$ cat config.mk
export PLATFORM = sky130hd
export DESIGN_NAME = btn_spi_cmd_sched
export DESIGN_NICKNAME = d
export VERILOG_FILES = /design/src/rtl/btn_spi_cmd_sched.sv
export SDC_FILE = /design/constraint.sdc
export NUM_CORES = 1
export LEC_CHECK = 0
export BUFFER_PORTS_ARGS = -buffer_cell sky130_fd_sc_hd__buf_4
export CORE_MARGIN = 8
export CORE_UTILIZATION = 55
export CTS_BUF_LIST = sky130_fd_sc_hd__clkbuf_2 sky130_fd_sc_hd__clkbuf_4 sky130_fd_sc_hd__clkbuf_8
export DETAILED_ROUTE_END_ITERATION = 12
export GPL_TIMING_DRIVEN = 0
export PLACE_DENSITY = 0.82
export SYNTH_ARGS = -nofsm -noshare
export SYNTH_HDL_FRONTEND = slang
export SYNTH_SLANG_ARGS = --single-unit
$ cat constraint.sdc
create_clock -name clk -period 3.1 [get_ports clk]
set_input_delay 0.62 -clock clk [delete_from_list [all_inputs] [get_ports clk]]
set_output_delay 0.62 -clock clk [all_outputs]
set_load 0.005 [all_outputs]
$ cat src/rtl/btn_spi_cmd_sched.sv
// btn_spi_cmd_sched
// Turns one-cycle button events from three debounced channels into command
// bytes for a single shared SPI-master transmit port. Pending events are
// served round-robin, with one transaction outstanding at a time.
// Optional build macro BTN_SCHED_DROP_CNT_EN enables a saturating counter of
// merged (coalesced) button events on drop_cnt; otherwise drop_cnt is 0.
module btn_spi_cmd_sched #(
    parameter int unsigned TIMEOUT = 1000,
    parameter int unsigned CNT_W   = 8
) (
    input  logic             clk,
    input  logic             rst,
    input  logic [2:0]       btn_pulse,
    input  logic             spi_ready,
    input  logic             spi_done,
    output logic             spi_start,
    output logic [7:0]       spi_tx_data,
    output logic             run_state,
    output logic             mode_state,
    output logic             busy,
    output logic [1:0]       grant_id,
    output logic             timeout_err,
    output logic [CNT_W-1:0] drop_cnt
);

    localparam int unsigned   TW     = (TIMEOUT > 2) ? $clog2(TIMEOUT) : 1;
    localparam logic [TW-1:0] T_LAST = TW'(TIMEOUT - 1);

    typedef enum logic [1:0] {
        ST_IDLE,
        ST_GRANT,
        ST_START,
        ST_WAIT
    } state_t;

    state_t        state, state_n;
    logic [2:0]    pending, pending_n, clr;
    logic [1:0]    sel, search_base, cand;
    logic          sel_vld;
    logic          tmo_hit;
    logic [TW-1:0] tmo_cnt;

    // Round-robin pick: first pending bit starting just after the last grant.
    always_comb begin
        search_base = (grant_id == 2'd2) ? 2'd0 : grant_id + 2'd1;
        cand        = search_base;
        sel         = 2'd0;
        sel_vld     = 1'b0;
        for (int unsigned k = 0; k < 3; k++) begin
            if (!sel_vld && pending[cand]) begin
                sel     = cand;
                sel_vld = 1'b1;
            end
            cand = (cand == 2'd2) ? 2'd0 : cand + 2'd1;
        end
    end

    // Next-state logic; incoming pulses count in IDLE so GRANT follows the pulse directly.
    always_comb begin
        state_n = state;
        clr     = 3'b000;
        tmo_hit = 1'b0;
        case (state)
            ST_IDLE: begin
                if (((pending | btn_pulse) != 3'b000) && spi_ready)
                    state_n = ST_GRANT;
            end
            ST_GRANT: begin
                if (sel_vld) begin
                    clr     = 3'b001 << sel;
                    state_n = ST_START;
                end else begin
                    state_n = ST_IDLE;
                end
            end
            ST_START: state_n = ST_WAIT;
            ST_WAIT: begin
                if (spi_done) begin
                    state_n = ST_IDLE;
                end else if (tmo_cnt == T_LAST) begin
                    state_n = ST_IDLE;
                    tmo_hit = 1'b1;
                end
            end
            default: state_n = ST_IDLE;
        endcase
        // A new pulse on the index being cleared survives (set wins).
        pending_n = (pending & ~clr) | btn_pulse;
    end

    // State register.
    always_ff @(posedge clk or posedge rst) begin
        if (rst) state <= ST_IDLE;
        else     state <= state_n;
    end

    // Pending flags, grant bookkeeping, command byte and timeout tracking.
    always_ff @(posedge clk or posedge rst) begin
        if (rst) begin
            pending     <= 3'b000;
            grant_id    <= 2'd2;
            run_state   <= 1'b0;
            mode_state  <= 1'b0;
            spi_tx_data <= 8'h00;
            tmo_cnt     <= '0;
            timeout_err <= 1'b0;
        end else begin
            pending     <= pending_n;
            timeout_err <= timeout_err | tmo_hit;
            // Counter reads 0 during START and then counts cycles since spi_start.
            if (state == ST_GRANT)
                tmo_cnt <= '0;
            else if (state != ST_IDLE)
                tmo_cnt <= tmo_cnt + 1'b1;
            if (state == ST_GRANT && sel_vld) begin
                grant_id <= sel;
                case (sel)
                    2'd0: begin
                        run_state   <= ~run_state;
                        spi_tx_data <= {7'b1000000, ~run_state};
                    end
                    2'd1: spi_tx_data <= 8'h90;
                    default: begin
                        mode_state  <= ~mode_state;
                        spi_tx_data <= {7'b1010000, ~mode_state};
                    end
                endcase
            end
        end
    end

    assign spi_start = (state == ST_START);
    assign busy      = (state != ST_IDLE);

`ifdef BTN_SCHED_DROP_CNT_EN
    logic [2:0]       merged;
    logic [1:0]       merge_n;
    logic [CNT_W+1:0] drop_sum;
    logic [CNT_W-1:0] drop_q;

    // Count pulses landing on an already-pending index that is not being served.
    always_comb begin
        merged   = btn_pulse & pending & ~clr;
        merge_n  = {1'b0, merged[0]} + {1'b0, merged[1]} + {1'b0, merged[2]};
        drop_sum = {2'b00, drop_q} + {{CNT_W{1'b0}}, merge_n};
    end

    // Saturating merged-event counter.
    always_ff @(posedge clk or posedge rst) begin
        if (rst)
            drop_q <= '0;
        else if (drop_sum[CNT_W+1:CNT_W] != 2'b00)
            drop_q <= '1;
        else
            drop_q <= drop_sum[CNT_W-1:0];
    end

    assign drop_cnt = drop_q;
`else
    assign drop_cnt = '0;
`endif

endmodule

Word-level counts from Yosys, hierarchy flattened --
Index checks and enable logic that the tools add are counted.
Storage, ports and cells: logic and storage cells 77, input bits 7, flip-flop bits (word level) 28, output and inout port bits 23
Operators by class: shift operators 1, order comparisons 3, eq/ne operators 10, reduce and logical (&&, ||, !) cells 15, bitwise operators 8, add/subtract/negate cells 4, mux-type cells 28
Operators with widths (count):
- $mux 10 | 2
- $mux 2 | 10
- $pmux 6 s2 | 1
- $add 10x1->10 const B | 1
- $eq 10x10->1 const B | 1
- $eq 2x2->1 const B | 5
- $lt 2x3->1 const B | 3
- $mux 1 | 9
- $pmux 2 s4 | 1
- $add 2x1->2 const B | 3
- $bmux 1 s2 | 3
- $mux 3 | 2
- $or 3x3->3 | 2
- $reduce_and 2->1 | 3
- $eq 2x1->1 const B | 2
- $logic_and 1x1->1 | 4
- $logic_not 2->1 | 2
- $reduce_bool 2->1 | 2
- $and 3x3->3 | 1
- $ne 3x3->1 const B | 1
- $not 1->1 | 3
- $not 3->3 | 1
- $reduce_bool 3->1 | 1
- $shl 1x2->3 const A | 1
- 4 further kinds | 5

Longest topological paths before layout --
depth after elaboration 17, depth in mapped cells 5, depth with buffers taken out 5

Worst setup path before layout --
OpenSTA, ideal clock, no wires.
kind register to output, start reg (tool-made name), end out busy, data required time 2480 ps, slack 1655 ps, stages on the path, launching flop included 4, buffers on the path 1, arrival time 825 ps, cells stage by stage dfrtp_1 > buf_6 > nor2_1 > inv_1
RTL lines:
- to (decl) | RTL line 20 | output logic busy,

==> run summary <==
The count of buffers from port buffering was 17. The worst hold path class was in -> async. The type of element launching the critical path is a flip-flop. Once detail routing completed, the nets flagged for antenna violations numbered 0. Count of max-cap constraint violations: 0.

Setup repair after global routing left no endpoint under its margin. The repair_antennas step left the layout with diodes totalling 0. The tools report the static leakage as 0.710 nW. Clock latency on the worst-skew pair, taken at its later pin, is 0.31 ns. The run finished with clean final reports.

The number of hold-slack violations in the final timing report is 0, and the area growth from synthesis to layout is 20.4%. The ratio of cells with drive above 1 in the final layout works out to 0.262. The number of nets at the end of the flow came out at 154.

The logs give 30 for the number of I/O pins and 2.48 ns for the required time at the worst-slack endpoint. The effective utilization at floorplan is 0.591, and the synthesized area divided by synthesized cell count is 10.4 sq um. In the routed layout, each cell is associated on average with a via count of 5.12. The clock drives 24 sinks. The maximum fanout count along the critical path came out at 10. Grouping stages by cell kind, the critical path spends the most delay in flip-flops. The number of flops mapped to enable cells by yosys came out at 0.

In the routed design, unresolved DRC markers number 0. Dividing the detail-routed wire length by the instance count gives 13.3 um. Timing would allow up to 487 MHz. The worst slew margin relative to its limit is 0.425, and the routed wire length on met2 is 1090 um.

The pre-antenna-repair detailed-routing pass consisted of 4 iterations. After global routing the overflow that remains totals 0. The proportion of netlist area held by the largest area contributor works out to 0.491.

Counting flops and latches in the post-synthesis netlist gives 24. Core area: 1980 sq um. The post-detailed-placement cell area came out at 1370 sq um. The total CTS buffers was 3.

Post-CTS setup repair buffer count: 0. The number of different library cells in the post-synthesis netlist was 33; the fraction of the cycle the final worst path needs was 0.662. The number of antenna violations at the first check in global routing is 0, and the worst hold slack is 0.477 ns. The total routing resource utilization after global routing is 0.123. The run gives 0.711 as the utilization after layout. Total wire length after detailed routing: 2290 um. The first-pass GRT wire length was 4000 um. The die outline height came out at 62.1 um. On the critical path, the stage with the largest delay is an instance of sky130_fd_sc_hd__dfrtp_1. The congestion estimate from routability-driven global placement came to 0.808. For this run, the slowest stage of the critical path takes 0.43 ns. The die covers 3860 sq um. After synthesis, the cell types taking the most area are sky130_fd_sc_hd__dfrtp_1 (49%), sky130_fd_sc_hd__buf_4 (7.7%), sky130_fd_sc_hd__nand2_1 (4.5%).

TritonCTS built the clock tree. After routing, the total negative slack on setup checks comes to 0 ns. The critical path goes through buf_6 -> nor2_1 -> inv_1 -> buf_4.

The number of DRC markers in iteration 0 was 22; the arrival time at the worst endpoint was 1.43 ns. In the final routing, the length of wire on met1 measures 1010 um. Vias after detailed routing: 881. The cell taking the most area after synthesis is sky130_fd_sc_hd__dfrtp_1.

The worst-case IR drop observed on VDD is 530 uV. Entering global routing, the biggest net connects 25 pins. The hold buffer count at cts was 0; the pin slew with the least headroom to its limit was 0.862 ns. For the post-cts sizing count, the log shows 0. Power spread over the standard cell area amounts to 756 nW/um^2. The yosys synthesis warning count was 0; the number of global-route vias before repair was 890. The number of buffers and inverters on the critical path is 3. The total of endpoints with negative setup slack in the final report is 0.

The critical path is of the reg -> out type. With fillers left out, the area of the finished cells amounts to 1410 sq um. The depth of the CTS H-tree is 1. Clock-pin slew was measured on the worst setup and hold paths at 0.12 ns.

The proportion of register bits with asynchronous set or reset after synthesis came out at 1.00. STA classifies the critical path endpoint as an output port. The die outline width was 62.1 um. The prevailing post-synth register cell is sky130_fd_sc_hd__dfrtp_1. The number of max-slew violations in the final report is 0.

Sequential element share of the synthesized area: 0.514. In this run the deepest clock path goes through 2 buffers. After floorplanning, the core was divided into 16 placement rows.

The post-synth design cell area was 1170 sq um. After detailed routing, no signal wire sits above met4. The worst setup skew after layout came out at 0.00532 ns.

Final period demand of the worst path: 2.05 ns. The commonest cells after synthesis are sky130_fd_sc_hd__dfrtp_1 (23), sky130_fd_sc_hd__nand2_1 (14), sky130_fd_sc_hd__buf_4 (12), sky130_fd_sc_hd__inv_1 (6), sky130_fd_sc_hd__nand3_1 (5). For the final HPWL from detailed placement, the log shows 1760 um. The most common cell in the synthesized netlist is sky130_fd_sc_hd__dfrtp_1. The clock root buffer is sky130_fd_sc_hd__clkbuf_4. Synthesis produced 113 cells. For the met3 layer wire length in the routed design, the log shows 182 um.
-- state kept, by name (all words and copies together), names as in the netlist, named ones only --
signal and count:
spi_tx_data 4, run_state 1, timeout_err 1, grant_id 2, tmo_cnt 10, pending 3, mode_state 1, state 1
-- layout make-up --
| cell class | count | area [sq um] |
|---|---|---|
| sequential | 24 | 602 |
| fill | 165 | 572 |
| multi-input combinational | 80 | 482 |
| timing repair buffer | 17 | 128 |
| buffer | 14 | 106 |
| clock buffer | 4 | 36.3 |
| tap | 27 | 33.8 |
| inverter | 6 | 22.5 |
-- per-layer routing --
layer | up-vias | GRT usage
met5 | - | 0
met4 | 0 | 0.0262
met3 | 2 | 0.0556
met2 | 29 | 0.202
met1 | 413 | 0.142
li1 | 437 | -
-- worst reg2reg max path, stage by stage, from the launching register on --
cell	delay (ns)
sky130_fd_sc_hd__dfrtp_1	0.43
sky130_fd_sc_hd__or3_1	0.41
sky130_fd_sc_hd__o41ai_1	0.34
sky130_fd_sc_hd__o221ai_1	0.15
-- metrics by stage --
step | setup slack, ns | total power, W | instances
floorplan | 1.66 | 0.000752 | 124
global placement | 1.44 | 0.000892 | 168
detailed placement | 1.44 | 0.000910 | 168
CTS | 1.05 | 0.00107 | 172
global route | 0.952 | 0.00115 | 172
finish | 1.05 | 0.00107 | 172
-- cell usage in the layout (no fill, tap or decap), types with 2 or more instances in the layout --
cell type	instances
sky130_fd_sc_hd__nand2_1	14
sky130_fd_sc_hd__o22ai_1	2
sky130_fd_sc_hd__o211ai_1	3
sky130_fd_sc_hd__mux2i_1	2
sky130_fd_sc_hd__o41ai_1	2
sky130_fd_sc_hd__o221ai_1	2
sky130_fd_sc_hd__nand3_1	5
sky130_fd_sc_hd__nand4_1	3
sky130_fd_sc_hd__a21o_1	4
sky130_fd_sc_hd__buf_4	29
sky130_fd_sc_hd__inv_1	6
sky130_fd_sc_hd__o21ai_0	2
sky130_fd_sc_hd__xnor2_1	4
sky130_fd_sc_hd__clkbuf_4	3
sky130_fd_sc_hd__o31ai_1	2
sky130_fd_sc_hd__conb_1	12
sky130_fd_sc_hd__a22o_1	3
sky130_fd_sc_hd__nand2b_1	4
sky130_fd_sc_hd__nor2b_1	2
sky130_fd_sc_hd__nor2_1	4
sky130_fd_sc_hd__dfrtp_1	23
-- final timing paths --
kind / start / to / slack, ns / cells past startpoint
worst max-delay path: flip-flop / busy / 1.05 / 4
worst min-delay path: rst / tmo_cnt[2]$_DFFE_PP0P_ / 0.48 / 2
worst max register to register: pending[1]$_DFF_PP0_ / state[0]$_DFFE_PP0P_ / 1.65 / 3
worst min register to register: spi_tx_data[7]$_DFFE_PP0P_ / spi_tx_data[7]$_DFFE_PP0P_ / 0.48 / 1
max in group asynchronous: rst / pending[2]$_DFF_PP0_ / 2.10 / 2
min in group clk: spi_tx_data[7]$_DFFE_PP0P_ / spi_tx_data[7]$_DFFE_PP0P_ / 0.48 / 1
-- power by group --
part,total (W),internal [W],switching (W)
Sequential,0.000501,0.000407,0.0000943
Combinational,0.000405,0.000216,0.000189
Clock,0.000160,0.0000718,0.0000883
Total,0.00107,0.000695,0.000371
-- kinds of logic after synthesis --
kind of cell               synth area share
AOI/OAI and AO/OA                     0.144
xor gates and xnor gates             0.0374
adders and majority gates            0.0107
buffers and inverters                 0.110
DFF                                   0.514
muxes                                0.0267
other                               0.00320
and+or+nand+nor                       0.154
No activity file was read; power rests on OpenSTA's default activity.
